===== src/rtl/rv32i_axil_sysctl.sv =====
// rv32i_axil_sysctl: AXI4-Lite system-control slave for the core data bus.
// Holds two scratch registers, a 64-bit cycle counter with a tear-free
// high-word shadow, a sticky halt/result register and a status word.
//
// Ports:
//   clk, rst                 clock (rising edge), async active-high reset
//   s_axi_aw*/w*/b*          AXI4-Lite write address, data and response
//   s_axi_ar*/r*             AXI4-Lite read address and data
//   halt_o, halt_code_o      sticky halt flag and the first HALT word written
//
// Register map (addr[4:2]):
//   0 SCRATCH0, 1 SCRATCH1, 2 CYCLE_LO, 3 CYCLE_HI (shadow),
//   4 HALT, 5 STATUS, 6-7 unmapped (SLVERR)
module rv32i_axil_sysctl #(
    parameter int          ADDR_W      = 12,
    parameter logic [31:0] SCRATCH_RST = 32'h0000_0000
) (
    input  logic              clk,
    input  logic              rst,
    input  logic [ADDR_W-1:0] s_axi_awaddr,
    input  logic [2:0]        s_axi_awprot,
    input  logic              s_axi_awvalid,
    output logic              s_axi_awready,
    input  logic [31:0]       s_axi_wdata,
    input  logic [3:0]        s_axi_wstrb,
    input  logic              s_axi_wvalid,
    output logic              s_axi_wready,
    output logic [1:0]        s_axi_bresp,
    output logic              s_axi_bvalid,
    input  logic              s_axi_bready,
    input  logic [ADDR_W-1:0] s_axi_araddr,
    input  logic [2:0]        s_axi_arprot,
    input  logic              s_axi_arvalid,
    output logic              s_axi_arready,
    output logic [31:0]       s_axi_rdata,
    output logic [1:0]        s_axi_rresp,
    output logic              s_axi_rvalid,
    input  logic              s_axi_rready,
    output logic              halt_o,
    output logic [31:0]       halt_code_o
);

    typedef enum logic {W_COLLECT, W_RESP} w_state_e;
    typedef enum logic {R_IDLE, R_RESP} r_state_e;

    w_state_e    r_wstate;
    r_state_e    r_rstate;

    logic        r_awready;
    logic        r_wready;
    logic        r_bvalid;
    logic [1:0]  r_bresp;
    logic        r_aw_got;
    logic        r_w_got;
    logic [2:0]  r_awidx;
    logic [31:0] r_wdata;
    logic [3:0]  r_wstrb;

    logic        r_arready;
    logic        r_rvalid;
    logic [31:0] r_rdata;
    logic [1:0]  r_rresp;

    logic [31:0] r_scratch0;
    logic [31:0] r_scratch1;
    logic [63:0] r_cnt;
    logic [31:0] r_shadow;
    logic        r_halt;
    logic [31:0] r_code;

    logic        w_aw_hs;
    logic        w_w_hs;
    logic        w_aw_have;
    logic        w_w_have;
    logic        w_commit;
    logic [2:0]  w_widx;
    logic [31:0] w_wdat;
    logic [3:0]  w_wstb;
    logic        w_ar_hs;
    logic [2:0]  w_ridx;
    logic [31:0] w_rdata;
    logic [1:0]  w_rresp;
    logic        w_unused;

    assign w_unused = ^{s_axi_awprot, s_axi_arprot,
                        s_axi_awaddr, s_axi_araddr};

    function automatic logic [31:0] f_merge(
        input logic [31:0] old,
        input logic [31:0] d,
        input logic [3:0]  s
    );
        logic [31:0] v;
        v = old;
        for (int b = 0; b < 4; b++) begin
            if (s[b]) v[b*8 +: 8] = d[b*8 +: 8];
        end
        return v;
    endfunction

    // AW and W may arrive in either order; whichever is missing is taken
    // straight from the bus so the commit happens on the completing edge.
    assign w_aw_hs   = s_axi_awvalid & r_awready;
    assign w_w_hs    = s_axi_wvalid & r_wready;
    assign w_aw_have = r_aw_got | w_aw_hs;
    assign w_w_have  = r_w_got | w_w_hs;
    assign w_commit  = (r_wstate == W_COLLECT) & w_aw_have & w_w_have;
    assign w_widx    = r_aw_got ? r_awidx : s_axi_awaddr[4:2];
    assign w_wdat    = r_w_got ? r_wdata : s_axi_wdata;
    assign w_wstb    = r_w_got ? r_wstrb : s_axi_wstrb;

    assign w_ar_hs   = s_axi_arvalid & r_arready;
    assign w_ridx    = s_axi_araddr[4:2];

    // Write channel FSM
    always_ff @(posedge clk or posedge rst) begin
        if (rst) begin
            r_wstate  <= W_COLLECT;
            r_awready <= 1'b1;
            r_wready  <= 1'b1;
            r_bvalid  <= 1'b0;
            r_bresp   <= 2'b00;
            r_aw_got  <= 1'b0;
            r_w_got   <= 1'b0;
            r_awidx   <= 3'd0;
            r_wdata   <= 32'd0;
            r_wstrb   <= 4'd0;
        end else begin
            case (r_wstate)
                W_COLLECT: begin
                    if (w_commit) begin
                        r_wstate  <= W_RESP;
                        r_awready <= 1'b0;
                        r_wready  <= 1'b0;
                        r_aw_got  <= 1'b0;
                        r_w_got   <= 1'b0;
                        r_bvalid  <= 1'b1;
                        r_bresp   <= (w_widx[2:1] == 2'b11) ? 2'b10 : 2'b00;
                    end else begin
                        if (w_aw_hs) begin
                            r_aw_got  <= 1'b1;
                            r_awready <= 1'b0;
                            r_awidx   <= s_axi_awaddr[4:2];
                        end
                        if (w_w_hs) begin
                            r_w_got  <= 1'b1;
                            r_wready <= 1'b0;
                            r_wdata  <= s_axi_wdata;
                            r_wstrb  <= s_axi_wstrb;
                        end
                    end
                end
                W_RESP: begin
                    if (s_axi_bready) begin
                        r_wstate  <= W_COLLECT;
                        r_bvalid  <= 1'b0;
                        r_bresp   <= 2'b00;
                        r_awready <= 1'b1;
                        r_wready  <= 1'b1;
                    end
                end
            endcase
        end
    end

    // Read mux sees pre-write register values, so a read and a write
    // committing on the same edge return the old contents.
    always_comb begin
        w_rdata = 32'd0;
        w_rresp = 2'b00;
        case (w_ridx)
            3'd0:    w_rdata = r_scratch0;
            3'd1:    w_rdata = r_scratch1;
            3'd2:    w_rdata = r_cnt[31:0];
            3'd3:    w_rdata = r_shadow;
            3'd4:    w_rdata = r_code;
            3'd5:    w_rdata = {31'd0, r_halt};
            default: w_rresp = 2'b10;
        endcase
    end

    // Read channel FSM
    always_ff @(posedge clk or posedge rst) begin
        if (rst) begin
            r_rstate  <= R_IDLE;
            r_arready <= 1'b1;
            r_rvalid  <= 1'b0;
            r_rdata   <= 32'd0;
            r_rresp   <= 2'b00;
        end else begin
            case (r_rstate)
                R_IDLE: begin
                    if (w_ar_hs) begin
                        r_rstate  <= R_RESP;
                        r_arready <= 1'b0;
                        r_rvalid  <= 1'b1;
                        r_rdata   <= w_rdata;
                        r_rresp   <= w_rresp;
                    end
                end
                R_RESP: begin
                    if (s_axi_rready) begin
                        r_rstate  <= R_IDLE;
                        r_arready <= 1'b1;
                        r_rvalid  <= 1'b0;
                    end
                end
            endcase
        end
    end

    // Register file, counter and halt state
    always_ff @(posedge clk or posedge rst) begin
        if (rst) begin
            r_scratch0 <= SCRATCH_RST;
            r_scratch1 <= SCRATCH_RST;
            r_cnt      <= 64'd0;
            r_shadow   <= 32'd0;
            r_halt     <= 1'b0;
            r_code     <= 32'd0;
        end else begin
            if (!r_halt) r_cnt <= r_cnt + 64'd1;
            if (w_commit) begin
                case (w_widx)
                    3'd0: r_scratch0 <= f_merge(r_scratch0, w_wdat, w_wstb);
                    3'd1: r_scratch1 <= f_merge(r_scratch1, w_wdat, w_wstb);
                    3'd4: begin
                        if (w_wstb == 4'hF && !r_halt) begin
                            r_halt <= 1'b1;
                            r_code <= w_wdat;
                        end
                    end
                    default: ;
                endcase
            end
            // Latch the high word with the low-word read for tear-free pairs
            if (w_ar_hs && w_ridx == 3'd2) r_shadow <= r_cnt[63:32];
        end
    end

    assign s_axi_awready = r_awready;
    assign s_axi_wready  = r_wready;
    assign s_axi_bvalid  = r_bvalid;
    assign s_axi_bresp   = r_bresp;
    assign s_axi_arready = r_arready;
    assign s_axi_rvalid  = r_rvalid;
    assign s_axi_rdata   = r_rdata;
    assign s_axi_rresp   = r_rresp;
    assign halt_o        = r_halt;
    assign halt_code_o   = r_code;

endmodule


===== config.mk =====
export PLATFORM = sky130hd
export DESIGN_NAME = rv32i_axil_sysctl
export DESIGN_NICKNAME = d
export VERILOG_FILES = /design/src/rtl/rv32i_axil_sysctl.sv
export SDC_FILE = /design/constraint.sdc
export NUM_CORES = 1
export LEC_CHECK = 0
export ABC_AREA = 1
export CORE_MARGIN = 2
export CORE_UTILIZATION = 58
export DETAILED_ROUTE_END_ITERATION = 6
export DONT_BUFFER_PORTS = 1
export PLACE_DENSITY_LB_ADDON = 0.3
export RECOVER_POWER = 100
export SYNTH_ARGS = -nofsm -noshare
export SYNTH_HDL_FRONTEND = slang
export SYNTH_SLANG_ARGS = --single-unit

===== constraint.sdc =====
create_clock -name clk -period 10.16 [get_ports clk]
set_clock_uncertainty 0.1 [all_clocks]
set_input_delay 2.032 -clock clk [delete_from_list [all_inputs] [get_ports clk]]
set_output_delay 2.032 -clock clk [all_outputs]
set_load 0.005 [all_outputs]

* Word-level counts from Yosys, hierarchy flattened
Index checks and enable logic that the tools add are counted.
** Storage, ports and cells
- Logic and storage cells :: 114
- Bits in registers :: 277
- Output and inout bits :: 74
- Bits of input ports :: 73
** Operators by class
- Add/sub/neg operators :: 1
- Reductions and logical operators :: 26
- Multiplexer cells :: 35
- Bitwise operators :: 10
- Equality and inequality tests :: 15
** Operators with widths (count)
- $pmux 32 s6 :: 1
- $add 64x1->64 const B :: 1
- $reduce_and 3->1 :: 11
- $mux 32 :: 1
- $mux 1 :: 19
- $pmux 1 s2 :: 7
- $reduce_and 2->1 :: 7
- $eq 3x3->1 const B :: 3
- $mux 2 :: 4
- $ne 2x2->1 const B :: 4
- $eq 3x1->1 const B :: 2
- $eq 3x2->1 const B :: 2
- $logic_not 3->1 :: 2
- $ne 3x3->1 const B :: 2
- $reduce_or 6->1 :: 1
- $and 1x1->1 :: 5
- $eq 4x4->1 const B :: 1
- $mux 4 :: 1
- $pmux 2 s2 :: 1
- $reduce_bool 2->1 :: 2
- $mux 3 :: 1
- $not 1->1 :: 3
- $eq 2x2->1 const B :: 1
- $logic_and 1x1->1 :: 2
- 2 further kinds :: 3

* Logic depth before layout (Yosys ltp)
- Depth after elaboration :: 6
- Mapped depth :: 11
- Gate-level depth less buffers :: 10

* Least setup slack after synthesis
No wires, ideal clock.
- Path kind :: input -> register
- From :: input port s_axi_awaddr[2]
- To :: register r_code[0] (netlist: halt_code_o[0])
- Path slack :: 6.970 ns
- Path buffers :: 2
- Stages on the path :: 8
- Arrival :: 2.960 ns
- Setup time :: 0.131 ns
- Data required time :: 9.929 ns
- Cell sequence :: o21ai_0 -> nand2_1 -> nor2_1 -> nand3_1 -> buf_6 -> buf_6 -> nand2_1 -> o21ai_0
** On the way
- Longest elaborated chain between the ends :: 3
** Ends and longest elaborated chain
- start: declaration :: RTL line 20 : input logic [ADDR_W-1:0] s_axi_awaddr,
- $mux 3 :: RTL line 108 : assign w_widx = r_aw_got ? r_awidx : s_axi_awaddr[4:2];
- $eq 3x3->1 :: RTL line 224 : case (w_widx)
- $reduce_and 3->1 (no line)
- end signal: assignment :: RTL line 230 : r_code <= w_wdat;
- end: declaration :: RTL line 69 : logic [31:0] r_code;
Every way passes these cells.
A chain may end at the register's enable or synchronous reset.

* Final worst setup path
- From :: input port s_axi_araddr[4]
- To :: register r_shadow[17]
** On the way
- Longest elaborated chain between the ends :: 2
** Ends and longest elaborated chain
- start: declaration :: RTL line 31 : input logic [ADDR_W-1:0] s_axi_araddr,
- $eq 3x2->1 :: RTL line 237 : if (w_ar_hs && w_ridx == 3'd2) r_shadow <= r_cnt[63:32];
- $logic_and 1x1->1 :: RTL line 237
- end signal: assignment :: RTL line 237
- end: declaration :: RTL line 67 : logic [31:0] r_shadow;
Every way passes these cells.

==> key figures <==
STA
  • Max Fclk: 164 MHz
  • Worst slew pin tran: 5.68 ns
  • Minimum clock period: 6.10 ns
  • RSZ-0062 raised after global routing: false
  • Period Utilization, post-route: 60.1%
  • Pins Over Slew Limit: 328
  • Hold Vio Cnt, Final: 0
  • Headroom to the max-slew limit: -281%
  • Post-route setup TNS: 0 ns
  • Endpoints failing setup: 0

CTS
  • Deepest clock path buffer count: 3
  • Num CTS Buffers: 29
  • Root Buffer: clkbuf_16
  • Post-CTS setup buffers: 0
  • CTS clk-pin slew, worst paths: 0.06 ns
  • CTS resizes: 0
  • TritonCTS clock tree: done
  • CTS Sinks: 275
  • Number of H-tree levels: 1
  • Worst skew pair latency: 0.55 ns
  • Hold buffer count at cts: 0

Power and ir drop
  • Leak: 6.67 nW
  • Logic pwr share: 14.4%
  • Int Power: 2.03 mW
  • Switching Power: 815 uW
  • Maximum VDD drop: 0.000169 V
  • Sw Share: 28.6%
  • Total power: 2.85 mW
  • Clock power share: 38.0%
  • Power per cell area: 200 nW/um^2
  • Sequential fraction of design power: 47.5%

Logic synthesis
  • Largest area contributor in the netlist: dfrtp_1
  • Most numerous cell in the Yosys netlist: nand2_1
  • FF+latch count, synth: 275
  • Syn avg cell area: 7.85 sq um
  • Synth top area cells: dfrtp_1 51%, nand2_1 16%, o21ai_0 8.2%
  • Asr flop ratio synth: 100%
  • Post-Syn Area: 13200 sq um
  • Mux cell area share after synthesis: 0.510%
  • Post-Syn Instances: 1687
  • Seq/Total Area, Yosys: 52.0%
  • Post-Synth XOR/XNOR Area: 2.65%
  • Yosys top cell area share: 51.4%
  • Post-synth top flop: dfrtp_1
  • Yosys warns: 0
  • EDFF count, synth: 0
  • Largest family of logic cells by synthesized area: simple AND/OR/NAND/NOR gates
  • Compound-cell area share of the yosys netlist: 11.6%
  • Yosys cell types: 38
  • Synth Area in Adders: 0.0945%
  • Top cells by count, synth: 559 x nand2_1, 272 x dfrtp_1, 216 x o21ai_0, 177 x inv_1, 134 x nor2_1
  • Simple logic cell fraction of the synthesized area: 25.4%

Global route
  • GRT Overall Usage: 29.9%
  • Total gr overflow: 0
  • First-pass GRT wire length: 56.4 mm
  • Largest net degree at the start of global routing: 130
  • Initial antenna violation count: 0
  • Vias in the first global route: 10500

Setup path
  • Worst path slowest cell: inv_1
  • Worst Path Max Fanout: 58
  • Slowest stage delay, CP: 1.02 ns
  • Crit start category: input port
  • Crit path DAT: 6.44 ns
  • CP Cell Sequence: inv_1 > nand3_1 > inv_1 > nand2_1 > clkbuf_1 > mux2_2
  • Largest delay share family, worst path: buffers and inverters
  • CP Buf/Inv Count: 3
  • Required @ worst endpoint: 10.49 ns
  • CP dominant cell by count: inv_1
  • CP Class: input port to register
  • Crit path capture type: register

Status
  • Failing checks: max-capacitance violations, max-slew violations
  • Status: finished, violations left

Worst hold path
  • Worst min path class: register to register

Layout
  • Ant. Diodes: 0
  • Design Area, Final: 14200 sq um
  • Multi-input gate area in the final layout: 5250 sq um
  • Fin nets: 1737
  • Layout cells sized above 1: 4.27%
  • FILL cells: 1986
  • Register area: 6890 sq um
  • Area Growth Syn to Fin: 7.31%

Drt
  • Wire per inst: 17.8 microns
  • Drt initial violations: 839
  • Vias per inst: 5.54
  • Final wirelength: 35.0 mm
  • Post-route ant nets: 0
  • DRC: 0
  • Vias: 10900
  • TritonRoute pass-1 iters: 6

Placement
  • Gpl congestion: 1.00
  • Post-DP HPWL: 25.4 mm
  • PortBufs: 0
  • DP Area: 13400 sq um

Floorplanning
  • Chip Width: 155 microns
  • Initial core utilization: 58.8%
  • FP Rows: 55
  • Area of the die: 24100 sq um
  • Total core area: 22500 sq um
  • Die span in y: 155 microns
  • # IOs: 147

Job
  • Maxcap violations: 5
-- power groups by stage --
stage          registers, mW  clock network (mW)  logic [mW]
3_5_place_dp            1.37                   0       0.434
3_3_place_gp            1.36                   0       0.419
2_1_floorplan           1.35                   0       0.343
6_report                1.35                1.08       0.411
5_1_grt                 1.37                1.13       0.488
4_1_cts                 1.35                1.09       0.438
-- flip-flops by register name (all words and copies together) (netlist names) --
register,flops
r_cnt,64
halt_code_o,32
r_scratch0,32
r_scratch1,32
r_shadow,32
r_wdata,32
s_axi_rdata,32
r_wstrb,4
r_awidx,3
halt_o,1
r_aw_got,1
r_rstate,1
r_w_got,1
r_wstate,1
s_axi_arready,1
s_axi_awready,1
s_axi_bresp,1
s_axi_bvalid,1
s_axi_rresp,1
s_axi_rvalid,1
s_axi_wready,1
-- worst min-delay path, cell delays in order (launching register included) --
cell,delay [ns]
dfrtp_1,0.34
nand2_1,0.05
o21ai_0,0.06
-- area by class of cell --
cell class / instances / area share [%]
tap: 285 / 2.51
sequential: 275 / 48.5
clock buffer: 40 / 5.82
inverter: 181 / 4.80
clock inverter: 14 / 1.08
timing repair buffer: 9 / 0.396
multi-input combinational: 1167 / 36.9
-- path summary, 6_finish.rpt --
| check | start | end | slack, ns | cells past startpoint |
|---|---|---|---|---|
| setup / recovery | s_axi_araddr[4] | r_shadow[17]$_DFFE_PP0P_ | 4.06 | 6 |
| hold / removal | r_wdata[31]$_DFFE_PP0P_ | r_wdata[31]$_DFFE_PP0P_ | 0.38 | 2 |
| setup reg to reg | halt_o$_DFFE_PP0P_ | halt_code_o[23]$_DFFE_PP0P_ | 5.70 | 6 |
| hold reg to reg | r_wdata[31]$_DFFE_PP0P_ | r_wdata[31]$_DFFE_PP0P_ | 0.38 | 2 |
| max in group asynchronous | rst | s_axi_rdata[27]$_DFFE_PP0P_ | 4.24 | 2 |
| min in group asynchronous | rst | r_wdata[12]$_DFFE_PP0P_ | 3.02 | 1 |
-- cell usage in the layout, fill, tap and decap left out, types with 11 or more instances in the layout --
master	count
nor3_1	11
inv_1	178
nand2_1	560
nand3_1	93
nand4_1	18
o21ai_0	269
nor2_1	135
clkbuf_16	29
xor2_1	36
dfrtp_1	272
-- stage by stage --
stage          instances  utilization [%]  setup slack, ns  hold slack, ns
2_1_floorplan       1688                -            0.453           0.348
3_3_place_gp        1917             59.3             5.61           0.364
3_5_place_dp        1917             59.3             5.58           0.368
4_1_cts             1971             63.7             6.14           0.383
5_1_grt             1971             63.1             3.30           0.401
6_report            1971             63.1             4.06           0.385
-- cell families after synthesis --
family	count (synthesis)
DFF	275
other	1
buffers and inverters	246
and+or+nand+nor	831
xor gates and xnor gates	40
AOI/OAI and AO/OA	287
adders and majority gates	1
muxes	6
-- layer usage --
layer,track usage [%],routed length [microns]
met2,48.2,16400
met4,8.99,974
met1,41.6,15000
met5,0,0
met3,5.68,2700
Note: power is estimated with default switching activity, not from simulation.
